[src/rtl/dup_range_reader.sv]
// dup_range_reader: caller-side consumer of a generator's start/ready/valid/done
// protocol. It starts the callee with latched arguments and pulls its values.
// Runs of equal values are collapsed into (value, run_count) pairs. The pairs
// are offered to this module's own caller through the same generator protocol.
module dup_range_reader #(
  parameter int WIDTH     = 32,
  parameter int CNT_WIDTH = 32
) (
  input  logic                        _clock,
  input  logic                        _reset,
  input  logic                        _start,
  input  logic signed [WIDTH-1:0]     base,
  input  logic signed [WIDTH-1:0]     limit,
  input  logic signed [WIDTH-1:0]     step,
  input  logic                        _ready,
  output logic                        _valid,
  output logic                        _done,
  output logic signed [WIDTH-1:0]     _0,
  output logic        [CNT_WIDTH-1:0] _1,
  output logic                        _callee_start,
  output logic signed [WIDTH-1:0]     _callee_base,
  output logic signed [WIDTH-1:0]     _callee_limit,
  output logic signed [WIDTH-1:0]     _callee_step,
  output logic                        _callee_ready,
  input  logic                        _callee_valid,
  input  logic                        _callee_done,
  input  logic signed [WIDTH-1:0]     _callee_0
);

  typedef enum logic [1:0] {
    IDLE_DONE = 2'd0,
    CALL      = 2'd1,
    PULL      = 2'd2,
    FLUSH     = 2'd3
  } state_t;

  state_t                      r_state;
  state_t                      w_nextState;

  logic                        r_valid;
  logic                        r_done;
  logic signed [WIDTH-1:0]     r_out0;
  logic        [CNT_WIDTH-1:0] r_out1;
  logic                        r_calleeStart;
  logic signed [WIDTH-1:0]     r_calleeBase;
  logic signed [WIDTH-1:0]     r_calleeLimit;
  logic signed [WIDTH-1:0]     r_calleeStep;

  logic                        r_runActive;
  logic signed [WIDTH-1:0]     r_prev;
  logic        [CNT_WIDTH-1:0] r_cnt;

  logic                        w_outFree;
  logic                        w_calleeReady;
  logic                        w_accept;
  logic                        w_endOfStream;
  logic                        w_emitDiff;
  logic                        w_flushLoad;
  logic                        w_loadPair;
  logic                        w_cntSaturated;

  // Handshake qualifiers shared by the FSM and the datapath. The output
  // register is free when empty or being drained this cycle; the callee is only
  // pulled while it is free, so an emitted pair never overwrites an unread one.
  always_comb begin
    w_outFree      = !r_valid || _ready;
    w_calleeReady  = (r_state == PULL) && w_outFree;
    w_accept       = _callee_valid && w_calleeReady;
    w_endOfStream  = (r_state == PULL) && _callee_done && !_callee_valid;
    w_emitDiff     = w_accept && r_runActive && (_callee_0 != r_prev);
    w_flushLoad    = (r_state == FLUSH) && w_outFree;
    w_loadPair     = w_emitDiff || w_flushLoad;
    w_cntSaturated = (r_cnt == {CNT_WIDTH{1'b1}});
  end

  // Next-state logic; a new call request wins over whatever is in progress.
  always_comb begin
    w_nextState = r_state;
    unique case (r_state)
      IDLE_DONE: w_nextState = IDLE_DONE;
      CALL:      w_nextState = PULL;
      PULL: begin
        if (w_endOfStream) begin
          w_nextState = r_runActive ? FLUSH : IDLE_DONE;
        end
      end
      FLUSH: begin
        if (w_outFree) begin
          w_nextState = IDLE_DONE;
        end
      end
      default: w_nextState = IDLE_DONE;
    endcase
    if (_start) begin
      w_nextState = CALL;
    end
  end

  // State register; reset parks the machine in IDLE_DONE.
  always_ff @(posedge _clock) begin
    if (!_reset) begin
      r_state <= IDLE_DONE;
    end else begin
      r_state <= w_nextState;
    end
  end

  // Argument latch and one-cycle callee start pulse, coincident with CALL.
  always_ff @(posedge _clock) begin
    if (!_reset) begin
      r_calleeStart <= 1'b0;
      r_calleeBase  <= '0;
      r_calleeLimit <= '0;
      r_calleeStep  <= '0;
    end else if (_start) begin
      r_calleeStart <= 1'b1;
      r_calleeBase  <= base;
      r_calleeLimit <= limit;
      r_calleeStep  <= step;
    end else begin
      r_calleeStart <= 1'b0;
    end
  end

  // Run tracker: remembers the current value and how many times it repeated.
  // A differing value restarts the run while the finished run is emitted.
  always_ff @(posedge _clock) begin
    if (!_reset) begin
      r_runActive <= 1'b0;
      r_prev      <= '0;
      r_cnt       <= '0;
    end else if (_start) begin
      r_runActive <= 1'b0;
    end else begin
      if (w_accept) begin
        if (!r_runActive || w_emitDiff) begin
          r_prev      <= _callee_0;
          r_cnt       <= CNT_WIDTH'(1);
          r_runActive <= 1'b1;
        end else if (!w_cntSaturated) begin
          r_cnt <= r_cnt + CNT_WIDTH'(1);
        end
      end
      if (w_flushLoad) begin
        r_runActive <= 1'b0;
      end
    end
  end

  // Output pair register: loads a finished run, otherwise holds until drained.
  always_ff @(posedge _clock) begin
    if (!_reset) begin
      r_valid <= 1'b0;
      r_out0  <= '0;
      r_out1  <= '0;
    end else if (_start) begin
      r_valid <= 1'b0;
    end else if (w_loadPair) begin
      r_valid <= 1'b1;
      r_out0  <= r_prev;
      r_out1  <= r_cnt;
    end else if (r_valid && _ready) begin
      r_valid <= 1'b0;
    end
  end

  // Done flag: raised in IDLE_DONE once the last pair has been taken.
  always_ff @(posedge _clock) begin
    if (!_reset) begin
      r_done <= 1'b0;
    end else if (_start) begin
      r_done <= 1'b0;
    end else if ((r_state == IDLE_DONE) && w_outFree) begin
      r_done <= 1'b1;
    end
  end

  assign _valid        = r_valid;
  assign _done         = r_done;
  assign _0            = r_out0;
  assign _1            = r_out1;
  assign _callee_start = r_calleeStart;
  assign _callee_base  = r_calleeBase;
  assign _callee_limit = r_calleeLimit;
  assign _callee_step  = r_calleeStep;
  assign _callee_ready = w_calleeReady;

endmodule

[config.mk]
export PLATFORM = sky130hd
export DESIGN_NAME = dup_range_reader
export DESIGN_NICKNAME = d
export VERILOG_FILES = /design/src/rtl/dup_range_reader.sv
export SDC_FILE = /design/constraint.sdc
export NUM_CORES = 1
export LEC_CHECK = 0
export ABC_AREA = 1
export BUFFER_PORTS_ARGS = -buffer_cell sky130_fd_sc_hd__buf_2
export CAP_MARGIN = 20
export CORE_MARGIN = 5
export CORE_UTILIZATION = 46
export DETAILED_ROUTE_END_ITERATION = 10
export PLACE_DENSITY = 0.83
export SYNTH_ARGS = -nofsm -noshare
export SYNTH_HDL_FRONTEND = slang
export SYNTH_SLANG_ARGS = --single-unit
[constraint.sdc]
create_clock -name _clock -period 1.82 [get_ports _clock]
set_input_delay 0.364 -clock _clock [delete_from_list [all_inputs] [get_ports _clock]]
set_output_delay 0.364 -clock _clock [all_outputs]
set_load 0.03 [all_outputs]
## Yosys cells after proc, flatten, opt, wreduce, memory -nomap -nowiden

Index checks and enable logic that the tools add are counted.

| storage, ports and cells | value |
|---|---|
| flip-flop bits (word level) | 230 |
| bits in latches | 0 |
| memory bits (writable) | 0 |
| ROM bits | 0 |
| output and inout bits | 164 |
| memories kept | 0 |

| cells by class | value |
|---|---|
| $add $sub $neg | 1 |
| multiply operators | 0 |
| divide/modulo/power cells | 0 |
| order comparisons | 0 |
| equality and inequality tests | 10 |
| shift operators | 0 |
| multiplexer cells | 10 |
| bitwise logic cells | 2 |
| reductions and logical operators | 25 |

Operators by type and width:

| kind | count |
|---|---|
| $mux W32 | 2 |
| $add A32 B1 Y32 const B | 1 |
| $eq A32 B32 Y1 const B | 1 |
| $ne A32 B32 Y1 | 1 |
| $logic_and A1 B1 Y1 | 9 |
| $pmux W2 S4 | 1 |
| $reduce_and A2 Y1 | 4 |
| $mux W2 | 3 |
| $ne A3 B3 Y1 const B | 2 |
| $reduce_and A3 Y1 | 2 |
| $eq A2 B2 Y1 const B | 2 |
| $mux W1 | 4 |
| $ne A2 B2 Y1 const B | 2 |
| $logic_not A1 Y1 | 3 |
| $logic_or A1 B1 Y1 | 3 |
| $reduce_or A3 Y1 | 1 |
| $eq A2 B1 Y1 const B | 1 |
| $logic_not A2 Y1 | 1 |
| $ne A2 B1 Y1 const B | 1 |
| $not A1 Y1 | 2 |
| $reduce_bool A2 Y1 | 1 |
| $reduce_or A2 Y1 | 1 |

## Logic depth before layout (Yosys ltp)

| logic depth | value |
|---|---|
| word-level depth | 9 |
| gate-level depth with buffers | 16 |
| depth with buffers taken out | 15 |

## Worst setup path before layout

No wires, ideal clock.

| path | value |
|---|---|
| path type | reg2reg |
| start | reg r_state[0] |
| end | reg r_prev[28] |
| library setup time | 0.116 ns |
| arrival time | 2.203 ns |
| path slack | -0.499 ns |
| cell stages (with the launch flop) | 14 |
| clock period less this slack | 2.319 ns |
| cells stage by stage | dfxtp_1 inv_1 ha_1 inv_1 nor2_1 nand2_1 nor2_1 nand2_2 nand2_2 nand2_2 buf_4 buf_4 o21ai_0 nor2_1 |

| between the ends | value |
|---|---|
| longest elaborated chain between the ends | 7 |

Ends and longest elaborated chain:

| what | RTL line | text |
|---|---|---|
| from (decl) | 37 | `state_t r_state;` |
| from (signal assigned) | 104 | `r_state <= w_nextState;` |
| $eq A2 B2 Y1 * | 67 | `w_calleeReady = (r_state == PULL) && w_outFree;` |
| $logic_and A1 B1 Y1 * | 67 |  |
| net _callee_ready | 24 | `output logic _callee_ready,` |
| $logic_and A1 B1 Y1 * | 68 | `w_accept = _callee_valid && w_calleeReady;` |
| $logic_and A1 B1 Y1 (2 in series) | 70 | `w_emitDiff = w_accept && r_runActive && (_callee_0 != r_prev);` |
| $logic_or A1 B1 Y1 | 136 | `if (!r_runActive \|\| w_emitDiff) begin` |
| $reduce_and A3 Y1 (no source line) * | -- |  |
| to (signal assigned) | 137 | `r_prev <= _callee_0;` |
| to (decl) | 50 | `logic signed [WIDTH-1:0] r_prev;` |

The timed path passes the listed nets; every way through them passes the cells marked *.
A chain may end at the register's enable or synchronous reset.

## Worst setup path in the final report

| path | value |
|---|---|
| start | reg r_prev[30] |
| end | reg r_out1[0], in the netlist _1[0] |

| between the ends | value |
|---|---|
| longest elaborated chain between the ends | 4 |

Ends and longest elaborated chain:

| what | RTL line | text |
|---|---|---|
| $ne A32 B32 Y1 | 70 |  |
| $logic_and A1 B1 Y1 | 70 |  |
| $logic_or A1 B1 Y1 | 72 | `w_loadPair = w_emitDiff \|\| w_flushLoad;` |
| $reduce_and A2 Y1 (no source line) | -- |  |
| to (signal assigned) | 161 | `r_out1 <= r_cnt;` |
| to (decl) | 43 | `logic [CNT_WIDTH-1:0] r_out1;` |

No other way between the ends.

==> metrics.txt <==
CTS Buffer Depth 3; initial antenna violation count 9; Avg Inst Size Synth 8.15 um2; vias in the first global route 8683; Fill cells 1563; post-layout power 0.0114 W; Hold Path Class in -> reg; CP startpoint kind flop; Sw Pwr 0.00280 W; clock share of power 45.1%; Internal Pwr Total 0.00861 W; Ys Warns 0; max-cap viol count 0; placed insts 1726; initial drt markers 599; fin cells 1797; area delta synth->final 40.2%; crit end category flop; CP max FO 6; Synth area leaders dfxtp_1, nor2_1, a22o_1; sw frac 24.5%; FF+latch area 4630 um2; part of the power in combinational logic 8.9%; WL/cell 17.1 um; Slew HR 71.4%; drt first pass iters 5; Required @ worst endpoint 2.23 ns; sequential fraction of the synthesis area 49.1%; CTS tree done; ANT nets after route 0; R2R Setup Slk -0.14 ns; Reg clk slew, reported paths 0.06 ns; FP Rows 52; Final Hold Vio Count 0; Post-CTS Hold Buffers 0; DRC Markers 0; Flop pwr share 46.1%; Synth Cell Area 9380 um2; FF-to-FF path depth 13; clock root cell clkbuf_16; share of cells above drive strength 1 37.6%; Hold Path End _callee_limit[3]$_SDFFE_PN0P_; crit path DAT 2.37 ns; net count after synthesis 1290; number of port buffers 297; final WL 30700 um; RR Endpoint _1[0]$_SDFFE_PN0P_; hold path cells 2; status finished with violations; DPL Wire Length 20900 um; Die W 153 um; Slew Limit Fails 0; Routability Congestion 0.936; Vias per Instance 5.21; pwr dens 868 nW/um2; dpl ws -0.304 ns; htree depth 1; first-pass GRT wire length 45200 um; crit-path cells xnor2_1 -> nand2_1 -> nor2_1 -> nand2_1 -> nor2_2 -> nand2_1 -> nand2_2 -> o21ai_4 -> nand2_8 -> inv_8 -> buf_8 -> nor2_1 -> nor2_1; CORE AREA 20200 um2; Pleak 6.05 nW; share of the synthesized area in the top cell type 49.1%; flops & latches, synth 230; via count 9368; PnR worst setup slack -0.145 ns; Slew @ Worst Pin 0.429 ns; Die Span Y 153 um; RSZ-0062 raised after global routing yes; Layout Nets 1638; Yosys top cell by area dfxtp_1; CTS buffer count 25; worst vdd ir 0.000578 V; hold path start limit[3]; critical path type reg -> reg; failing checks negative setup slack; GRT overflow 0; multi-input logic area 4580 um2; slowest CP cell dfxtp_1; CP max stage delay 0.37 ns; num ports 298; largest net degree at the start of global routing 98; Initial Utilization 46.5%; period utilization 108%; Crit Reg-Reg Startpoint r_prev[30]$_SDFFE_PN0P_; Tmin final 1.96 ns; worst skew pair latency 0.52 ns; final setup vio count 128; die area 23300 um2; Synth cell types 37; Core Util, Final 65.2%; Mapped Cells 1151; Placement Cell Area 11600 um2; fmax 0.509 GHz; design area 13100 um2; global-route usage over all layers 23.1%; Clock Skews 0.0197 ns; Sink Count 230
-- logic make-up (layout without fill, tap and decap cells) --
| family | count (synthesis) | count (layout) | share of synthesized area [%] |
|---|---|---|---|
| simple gates | 498 | 499 | 22.8 |
| flops | 230 | 230 | 49.1 |
| fa+ha+maj | 5 | 5 | 0.667 |
| compound gates | 232 | 232 | 16.6 |
| other cells | 0 | 10 | 0 |
| buf+inv | 138 | 503 | 6.38 |
| xor+xnor | 48 | 48 | 4.48 |
-- power groups by stage --
stage	clock network [W]	logic (W)	registers, W
after floorplan	0	0.000326	0.00562
after global placement	0	0.000971	0.00535
after detailed placement	0	0.000987	0.00536
after CTS	0.00521	0.000999	0.00525
after global routing	0.00543	0.00108	0.00527
final	0.00514	0.00101	0.00526
-- critical path, delay by kind of cell (launching register included) --
family	cells	cell delay, ns
and+or+nand+nor	9	0.99
DFF	1	0.37
buffers and inverters	2	0.23
xor gates and xnor gates	1	0.15
AOI/OAI and AO/OA	1	0.10
-- registers in the layout (all words and copies together), names as in the netlist --
name           count
_callee_base      32
r_cnt             32
_callee_step      32
_1                32
r_state            2
_0                32
_valid             1
r_runActive        1
_callee_start      1
r_prev            32
_done              1
_callee_limit     32
-- layer usage --
metal | GRT usage [%] | vias to the layer above | wire, um
met4 | 11.2 | 0 | 1270
met3 | 4.52 | 91 | 1960
met1 | 26.5 | 4389 | 11700
li1 | - | 4509 | -
met2 | 41.0 | 379 | 15800
met5 | 0 | - | 0
-- what timing repair did --
| action | 4_1_cts | 5_1_grt |
|---|---|---|
| setup endpoints to repair | 127 | 130 |
| resized for setup | 32 | 93 |
| pin swaps | 9 | 23 |
| setup buffers | 4 | 5 |
| cloned | 2 | 6 |
-- layout make-up --
| cell class | instances | area share [%] |
|---|---|---|
| clock buffer | 28 | 5.00 |
| timing repair buffer | 385 | 18.7 |
| multi-input combinational | 784 | 34.8 |
| inverter | 73 | 2.14 |
| tap | 270 | 2.57 |
| sequential | 230 | 35.2 |
| clock inverter | 17 | 1.42 |
| antenna | 10 | 0.190 |
-- worst max-delay path by stage --
stage,start,endpoint,slack [ns],cells past startpoint
final,r_prev[30]$_SDFFE_PN0P_,_1[0]$_SDFFE_PN0P_,-0.14,13
after CTS,r_prev[4]$_SDFFE_PN0P_,_0[25]$_SDFFE_PN0P_,-0.007,13
after global routing,r_prev[30]$_SDFFE_PN0P_,r_cnt[28]$_SDFFE_PN0P_,-0.31,12
after floorplan,r_state[0]$_SDFFE_PN0P_,_1[30]$_SDFFE_PN0P_,-0.02,13
after global placement,_callee_0[4],_1[6]$_SDFFE_PN0P_,-0.20,13
after detailed placement,_callee_0[4],_1[5]$_SDFFE_PN0P_,-0.30,13
-- cell usage in the layout, fill, tap and decap left out, drive strengths merged --
master	n
buf	380
nor2	278
dfxtp	230
nand2	147
o21ai	103
a22o	96
inv	75
clkbuf	33
a21oi	32
nand3	32
xor2	24
xnor2	24
nor3	21
nand4	14
diode	10
clkinv	10
ha	5
nand3b	4
bufinv	3
and2	2
clkinvlp	2
nand2b	1
a221oi	1
-- cell usage after synthesis, drive strengths merged --
master and count:
clkbuf 33, nand3b 4, nor3 21, a221oi 1, ha 5, dfxtp 230, nand2 146, nor2 278
nand2b 1, and2 2, a21oi 32, xor2 24, xnor2 24, inv 72, nand3 32, a22o 96
clkinv 1, o21ai 103, nand4 14, buf 32
-- stage by stage --
stage	TNS, ns	hold slack [ns]
final	-10.12	0.0771
after CTS	-0.0338	0.0546
after global routing	-30.13	0.0669
after floorplan	-1.35	0.480
after global placement	-17.15	0.446
after detailed placement	-23.01	0.447
No activity file was read; power rests on OpenSTA's default activity.
